## config.mk

```make
export PLATFORM = sky130hd
export DESIGN_NAME = rnn_cell_accel
export DESIGN_NICKNAME = d
export VERILOG_FILES = /design/src/rtl/rnn_cell_accel.sv
export SDC_FILE = /design/constraint.sdc
export NUM_CORES = 2
export LEC_CHECK = 0
export ABC_AREA = 1
export CORE_ASPECT_RATIO = 1.25
export CORE_MARGIN = 10
export CORE_UTILIZATION = 35
export DETAILED_ROUTE_END_ITERATION = 12
export GPL_ROUTABILITY_DRIVEN = 0
export GPL_TIMING_DRIVEN = 0
export PLACE_DENSITY_LB_ADDON = 0.1
export SETUP_SLACK_MARGIN = 0.5
export SLEW_MARGIN = 30
export SYNTH_ARGS = -nofsm -noshare
export SYNTH_HDL_FRONTEND = slang
export SYNTH_SLANG_ARGS = --single-unit
```

## constraint.sdc

```tcl
create_clock -name clk -period 9.5 [get_ports clk]
set_input_delay 1.9 -clock clk [delete_from_list [all_inputs] [get_ports clk]]
set_output_delay 1.9 -clock clk [all_outputs]
set_load 0.02 [all_outputs]
```

## src/rtl/rnn_cell_accel.sv

```systemverilog
// rnn_cell_accel: single-step Elman RNN cell behind a simple register bus.
// Define RNN_RELU_EN for ReLU activation; the default build uses identity.
module rnn_cell_accel #(
  parameter int IN_DIM  = 2,
  parameter int HID_DIM = 4,
  parameter int DATA_W  = 16
) (
  input  logic        clk,
  input  logic        rst_n,
  input  logic        read,
  input  logic        write,
  input  logic [31:0] addr,
  input  logic [31:0] data_in,
  output logic [31:0] data_out
);

  localparam int CW = (HID_DIM > 1) ? $clog2(HID_DIM) : 1;

  typedef enum logic [2:0] {
    S_IDLE, S_START, S_WMUL, S_RMUL, S_ADD, S_ACT, S_DONE
  } state_t;

  state_t r_state;
  state_t w_next;

  logic signed [DATA_W-1:0] r_x      [IN_DIM];
  logic signed [DATA_W-1:0] r_w      [IN_DIM][HID_DIM];
  logic signed [DATA_W-1:0] r_r      [HID_DIM][HID_DIM];
  logic signed [DATA_W-1:0] r_b      [HID_DIM];
  logic signed [DATA_W-1:0] r_h      [HID_DIM];
  logic signed [DATA_W-1:0] r_hidden [HID_DIM];
  logic signed [DATA_W-1:0] r_wv     [HID_DIM];
  logic signed [DATA_W-1:0] r_rv     [HID_DIM];
  logic [CW-1:0]            r_cnt;

  logic w_last, w_cfg_ok, w_start, w_busy, w_done;
  logic w_wrdy, w_rrdy;
  logic signed [DATA_W-1:0] w_wsum, w_rsum;

  function automatic logic signed [DATA_W-1:0] act(
    input logic signed [DATA_W-1:0] v
  );
`ifdef RNN_RELU_EN
    return (v[DATA_W-1] || v == '0) ? '0 : v;
`else
    return v;
`endif
  endfunction

  assign w_last  = (r_cnt == CW'(HID_DIM-1));
  assign w_start = write && (addr == 32'd0) && w_cfg_ok;

  always_ff @(posedge clk or negedge rst_n) begin
    if (!rst_n) r_state <= S_IDLE;
    else        r_state <= w_next;
  end

  always_comb begin
    w_next = r_state;
    case (r_state)
      S_IDLE, S_DONE: if (w_start) w_next = S_START;
      S_START:        w_next = S_WMUL;
      S_WMUL:         if (w_wrdy) w_next = S_RMUL;
      S_RMUL:         if (w_rrdy) w_next = S_ADD;
      S_ADD:          w_next = S_ACT;
      S_ACT:          w_next = S_DONE;
      default:        w_next = S_IDLE;
    endcase
  end

  always_comb begin
    w_cfg_ok = (r_state == S_IDLE) || (r_state == S_DONE);
    w_done   = (r_state == S_DONE);
    w_busy   = !w_cfg_ok;
    w_wrdy   = (r_state == S_WMUL) && w_last;
    w_rrdy   = (r_state == S_RMUL) && w_last;
  end

  // One output column per cycle; sums wrap at DATA_W bits.
  always_comb begin
    w_wsum = '0;
    w_rsum = '0;
    for (int i = 0; i < IN_DIM; i++)
      w_wsum = w_wsum + r_x[i] * r_w[i][r_cnt];
    for (int k = 0; k < HID_DIM; k++)
      w_rsum = w_rsum + r_h[k] * r_r[k][r_cnt];
  end

  always_ff @(posedge clk or negedge rst_n) begin
    if (!rst_n) begin
      r_cnt <= '0;
      for (int i = 0; i < IN_DIM; i++) begin
        r_x[i] <= '0;
        for (int j = 0; j < HID_DIM; j++) r_w[i][j] <= '0;
      end
      for (int j = 0; j < HID_DIM; j++) begin
        r_b[j]      <= '0;
        r_h[j]      <= '0;
        r_hidden[j] <= '0;
        r_wv[j]     <= '0;
        r_rv[j]     <= '0;
        for (int k = 0; k < HID_DIM; k++) r_r[j][k] <= '0;
      end
    end else begin
      if (write && w_cfg_ok) begin
        unique case (1'b1)
          addr == 32'd1:
            for (int i = 0; i < IN_DIM; i++)
              if (data_in[31:16] == 16'(i))
                r_x[i] <= data_in[DATA_W-1:0];
          addr == 32'd2:
            for (int i = 0; i < IN_DIM; i++)
              for (int j = 0; j < HID_DIM; j++)
                if (data_in[31:24] == 8'(i) && data_in[23:16] == 8'(j))
                  r_w[i][j] <= data_in[DATA_W-1:0];
          addr == 32'd3:
            for (int k = 0; k < HID_DIM; k++)
              for (int j = 0; j < HID_DIM; j++)
                if (data_in[31:24] == 8'(k) && data_in[23:16] == 8'(j))
                  r_r[k][j] <= data_in[DATA_W-1:0];
          addr == 32'd4:
            for (int j = 0; j < HID_DIM; j++)
              if (data_in[31:16] == 16'(j))
                r_b[j] <= data_in[DATA_W-1:0];
          default: ;
        endcase
      end
      case (r_state)
        S_START: begin
          r_cnt <= '0;
          for (int j = 0; j < HID_DIM; j++) begin
            r_wv[j] <= '0;
            r_rv[j] <= '0;
          end
        end
        S_WMUL: begin
          r_wv[r_cnt] <= w_wsum;
          r_cnt       <= w_last ? '0 : r_cnt + 1'b1;
        end
        S_RMUL: begin
          r_rv[r_cnt] <= w_rsum;
          r_cnt       <= w_last ? '0 : r_cnt + 1'b1;
        end
        S_ADD:
          for (int j = 0; j < HID_DIM; j++)
            r_hidden[j] <= r_wv[j] + r_rv[j] + r_b[j];
        S_ACT:
          for (int j = 0; j < HID_DIM; j++)
            r_h[j] <= act(r_hidden[j]);
        default: ;
      endcase
    end
  end

  always_comb begin
    data_out = '0;
    if (read) begin
      if (addr == 32'd0) data_out = {30'b0, w_busy, w_done};
      for (int j = 0; j < HID_DIM; j++)
        if (addr == 32'(5 + j))
          data_out = {{(32-DATA_W){r_h[j][DATA_W-1]}}, r_h[j]};
    end
  end

endmodule

```

==> impl_results.md <==
- Status: finished clean
- Maximum VDD drop: 0.129 mV
- Synthesized Nets: 8336
- Overall via count from detail_route: 50000
- DRC: 0
- Average cell area after synthesis: 8.23 um2
- Clock Sinks: 741
- Initial DRC count: 4358
- Post-synth top area cell: dfrtp_1
- Proportion of register bits with asynchronous set or reset after synthesis: 100%
- # hold bufs at CTS: 0
- Worst path most repeated cell: fa_1
- Max Clock Skew: 0.0180 ns
- Number of cells produced by synthesis: 7252
- Final cycle utilization of the critical path: 93.6%
- Final Worst Setup Slack: 0.609 ns
- CTS Root Cell: clkbuf_16
- Overall die width: 389 um
- Origin of the critical flop-to-flop path: r_cnt[1]
- Reg-to-reg slack, setup: 0.61 ns
- Tightest Hold Check Type: register to register
- Achievable Freq: 112 MHz
- Via count of the first global-routing pass: 50800
- End point of the critical path: r_rv[14]
- RSZ-0062 raised after global routing: yes
- Post-Place Worst Slack: -1.22 ns
- Detailed Place HPWL: 199000 um
- Arrival @ worst endpoint: 9.41 ns
- GRT overflow: 0
- Post-Route WL: 247000 um
- Syn-to-layout area delta: 13.4%
- Cell Rows: 169
- Max stage delay on crit path: 0.65 ns
- Largest fanout of any net on the critical path: 10
- Insertion delay of the later-clocked pin in the worst-skew pair: 0.67 ns
- Detail-routed net length per standard cell: 25.4 um
- Number of max-slew violations in the final report: 0
- Number of routed nets with antenna violations: 0
- Maximum Capacitance Violations: 0
- Initial Util: 35.2%
- Portion of the post-synthesis area used by sequential elements: 31.1%
- Worst slew pin tran: 1.07 ns
- Detail-routed via count per cell: 5.13
- Y dimension of the die: 482 um
- Number of warnings reported in the yosys synthesis log: 0
- Post-layout minimum cycle time: 8.89 ns
- Destination of the worst register-to-register timing path: r_rv[14]
- Type of the worst setup path: register to register
- GRT Total Usage: 26.2%
- Synth cell types: 45
- Worst path slowest cell: fa_2
- Number of synthesized register bits: 741
- Summed instance area of the synthesized netlist: 59700 um2
- Share of final-layout standard cells stronger than drive strength 1: 5.58%
- Quantity of I/O buffers inserted on ports: 99
- Instance area at placement: 63800 um2
- TritonCTS clock tree: done
- Crit path capture type: register
- Largest net degree at the start of global routing: 120
- Final hold slack: 0.485 ns
- Fraction of post-synthesis cell area in the top cell type by area: 31.1%
- Number of H-tree branching levels: 3
- CP Data Required Time: 10.02 ns
- Pwr Total: 6.52 mW
- Core area: 170000 um2
- Nets: 8540
- Post-Layout Inst Area: 67700 um2
- Number of search-and-repair iterations in the first detailed-routing pass: 8
- Final-report setup violation count: 0
- Total power divided by cell area: 96.4 nW/um2
- Number of synthesized flops with an enable pin: 0
- Slew HR: 28.9%
- CP Launch Point: r_cnt[1]
- Die area: 187000 um2
- Clock edge transition at the registers on the reported setup and hold paths: 0.07 ns
- Sum of negative setup slack: 0 ns
- Predominant post-synthesis flop cell: dfrtp_1
- Number of cells on the worst reg-to-reg path: 33
- Leakage Power: 32.4 nW
- Top-level port count: 100
- Longest Clk Path Bufs: 3
- Number of hold-slack violations in the final timing report: 0
- Kind of start point of the critical path: register
- Antenna violations before repair: 7
- First-pass GRT wire length: 357000 um
- Synth area leaders: dfrtp_1, fa_1, nand2_1
- Total clock buffers created by CTS: 74
==> report_power, final <==
| group | leakage, nW | internal [mW] | switching [mW] |
|---|---|---|---|
| clock | 1.26 | 1.80 | 1.37 |
| combinational | 20.8 | 0.0402 | 0.159 |
| sequential | 10.4 | 3.15 | 0.000000000735 |
==> synth_stat cells, types with 6 or more instances <==
cell	count
o21bai_1	8
o221ai_1	15
inv_2	17
o21ai_0	703
nand4_1	30
o22ai_1	10
clkbuf_2	9
dfrtp_1	741
and2_1	7
a21oi_1	126
o211ai_1	21
buf_1	15
clkbuf_1	228
ha_1	380
buf_2	42
nand3_1	362
nor2_1	611
nor3_1	6
buf_4	33
o21ai_1	26
clkinv_1	12
xnor2_1	57
fa_1	636
nor4_1	12
xor2_1	80
nand2_1	1849
inv_1	1160
nand3b_1	20
==> layout by cell type, fill, tap and decap left out, types with 28 or more instances in the layout <==
cell / netlist / layout
ha_1: 380 / 376
clkbuf_1: 228 / 200
nand2_1: 1849 / 1819
xnor2_1: 57 / 51
clkbuf_16: 0 / 80
xor2_1: 80 / 69
a21oi_1: 126 / 122
buf_4: 33 / 50
inv_1: 1160 / 1159
clkdlybuf4s50_1: 0 / 98
dfrtp_1: 741 / 740
clkbuf_8: 0 / 28
nand3_1: 362 / 330
nand4_1: 30 / 30
nor2_1: 611 / 610
clkbuf_2: 9 / 30
fa_1: 636 / 625
o21ai_0: 703 / 701
==> registers in the layout (all words and copies together) (netlist names) <==
| name | count |
|---|---|
| r_r | 256 |
| r_w | 128 |
| r_b | 64 |
| r_h | 64 |
| r_hidden | 64 |
| r_rv | 64 |
| r_wv | 64 |
| r_x | 32 |
| r_state | 3 |
| r_cnt | 2 |
==> metal layers <==
metal	share of wire, %	vias to the layer above	routed length [um]	global-route usage, %
li1	-	22700	-	-
met1	39	25200	95500	30.9
met2	50	1573	123000	46.4
met3	5.2	464	12900	3.17
met4	6.5	2	16200	14.2
met5	0.0057	-	14	0
==> cells by family after synthesis <==
| family | Yosys count | share of synthesized area (%) |
|---|---|---|
| and+or+nand+nor | 2913 | 19.5 |
| buffers and inverters | 1517 | 9.86 |
| adders and majority gates | 1016 | 29.3 |
| AOI/OAI and AO/OA | 924 | 8.05 |
| DFF | 741 | 31.1 |
| xor gates and xnor gates | 141 | 2.17 |
==> how the worst min path moves through the flow <==
stage,startpoint,endpoint,slack (ns),cells past startpoint
finish,r_w[122],r_w[122],0.49,2
detailed placement,r_r[66],r_r[66],0.47,2
floorplan,r_hidden[47],r_hidden[47],0.45,2
CTS,r_r[66],r_r[66],0.49,2
global route,r_r[105],r_r[105],0.50,2
global placement,r_r[45],r_r[45],0.47,2
==> critical path: cells and delay by family, from the launching register on <==
family	cells	cell delay [ns]
simple gates	6	0.85
xor+xnor	1	0.15
buf+inv	10	1.29
flops	1	0.40
compound gates	5	0.64
fa+ha+maj	11	5.33
==> metrics by stage <==
step / instances / util, %
3_5_place_dp: 9583 / 37.6
4_1_cts: 9730 / 39.7
5_1_grt: 9739 / 39.9
6_report: 9745 / 39.9
3_3_place_gp: 9574 / 37.4
2_1_floorplan: 7252 / -
==> layout make-up <==
| class | instances | area (um2) |
|---|---|---|
| antenna | 7 | 17.5 |
| buffer | 327 | 1920 |
| clock buffer | 109 | 2270 |
| clock inverter | 26 | 270 |
| fill | 17800 | 102000 |
| inverter | 1190 | 4480 |
| multi-input combinational | 4994 | 36000 |
| sequential | 741 | 18500 |
| tap | 2223 | 2780 |
| timing repair buffer | 128 | 1410 |
==> timing repair <==
| action | CTS | global route |
|---|---|---|
| gates resized for setup | 232 | 51 |
| cloned | 0 | 0 |
| setup endpoints to repair | 52 | 30 |
| buffers inserted | 12 | 8 |
| pin swaps | 15 | 14 |
(Power assumes the default switching activity.)
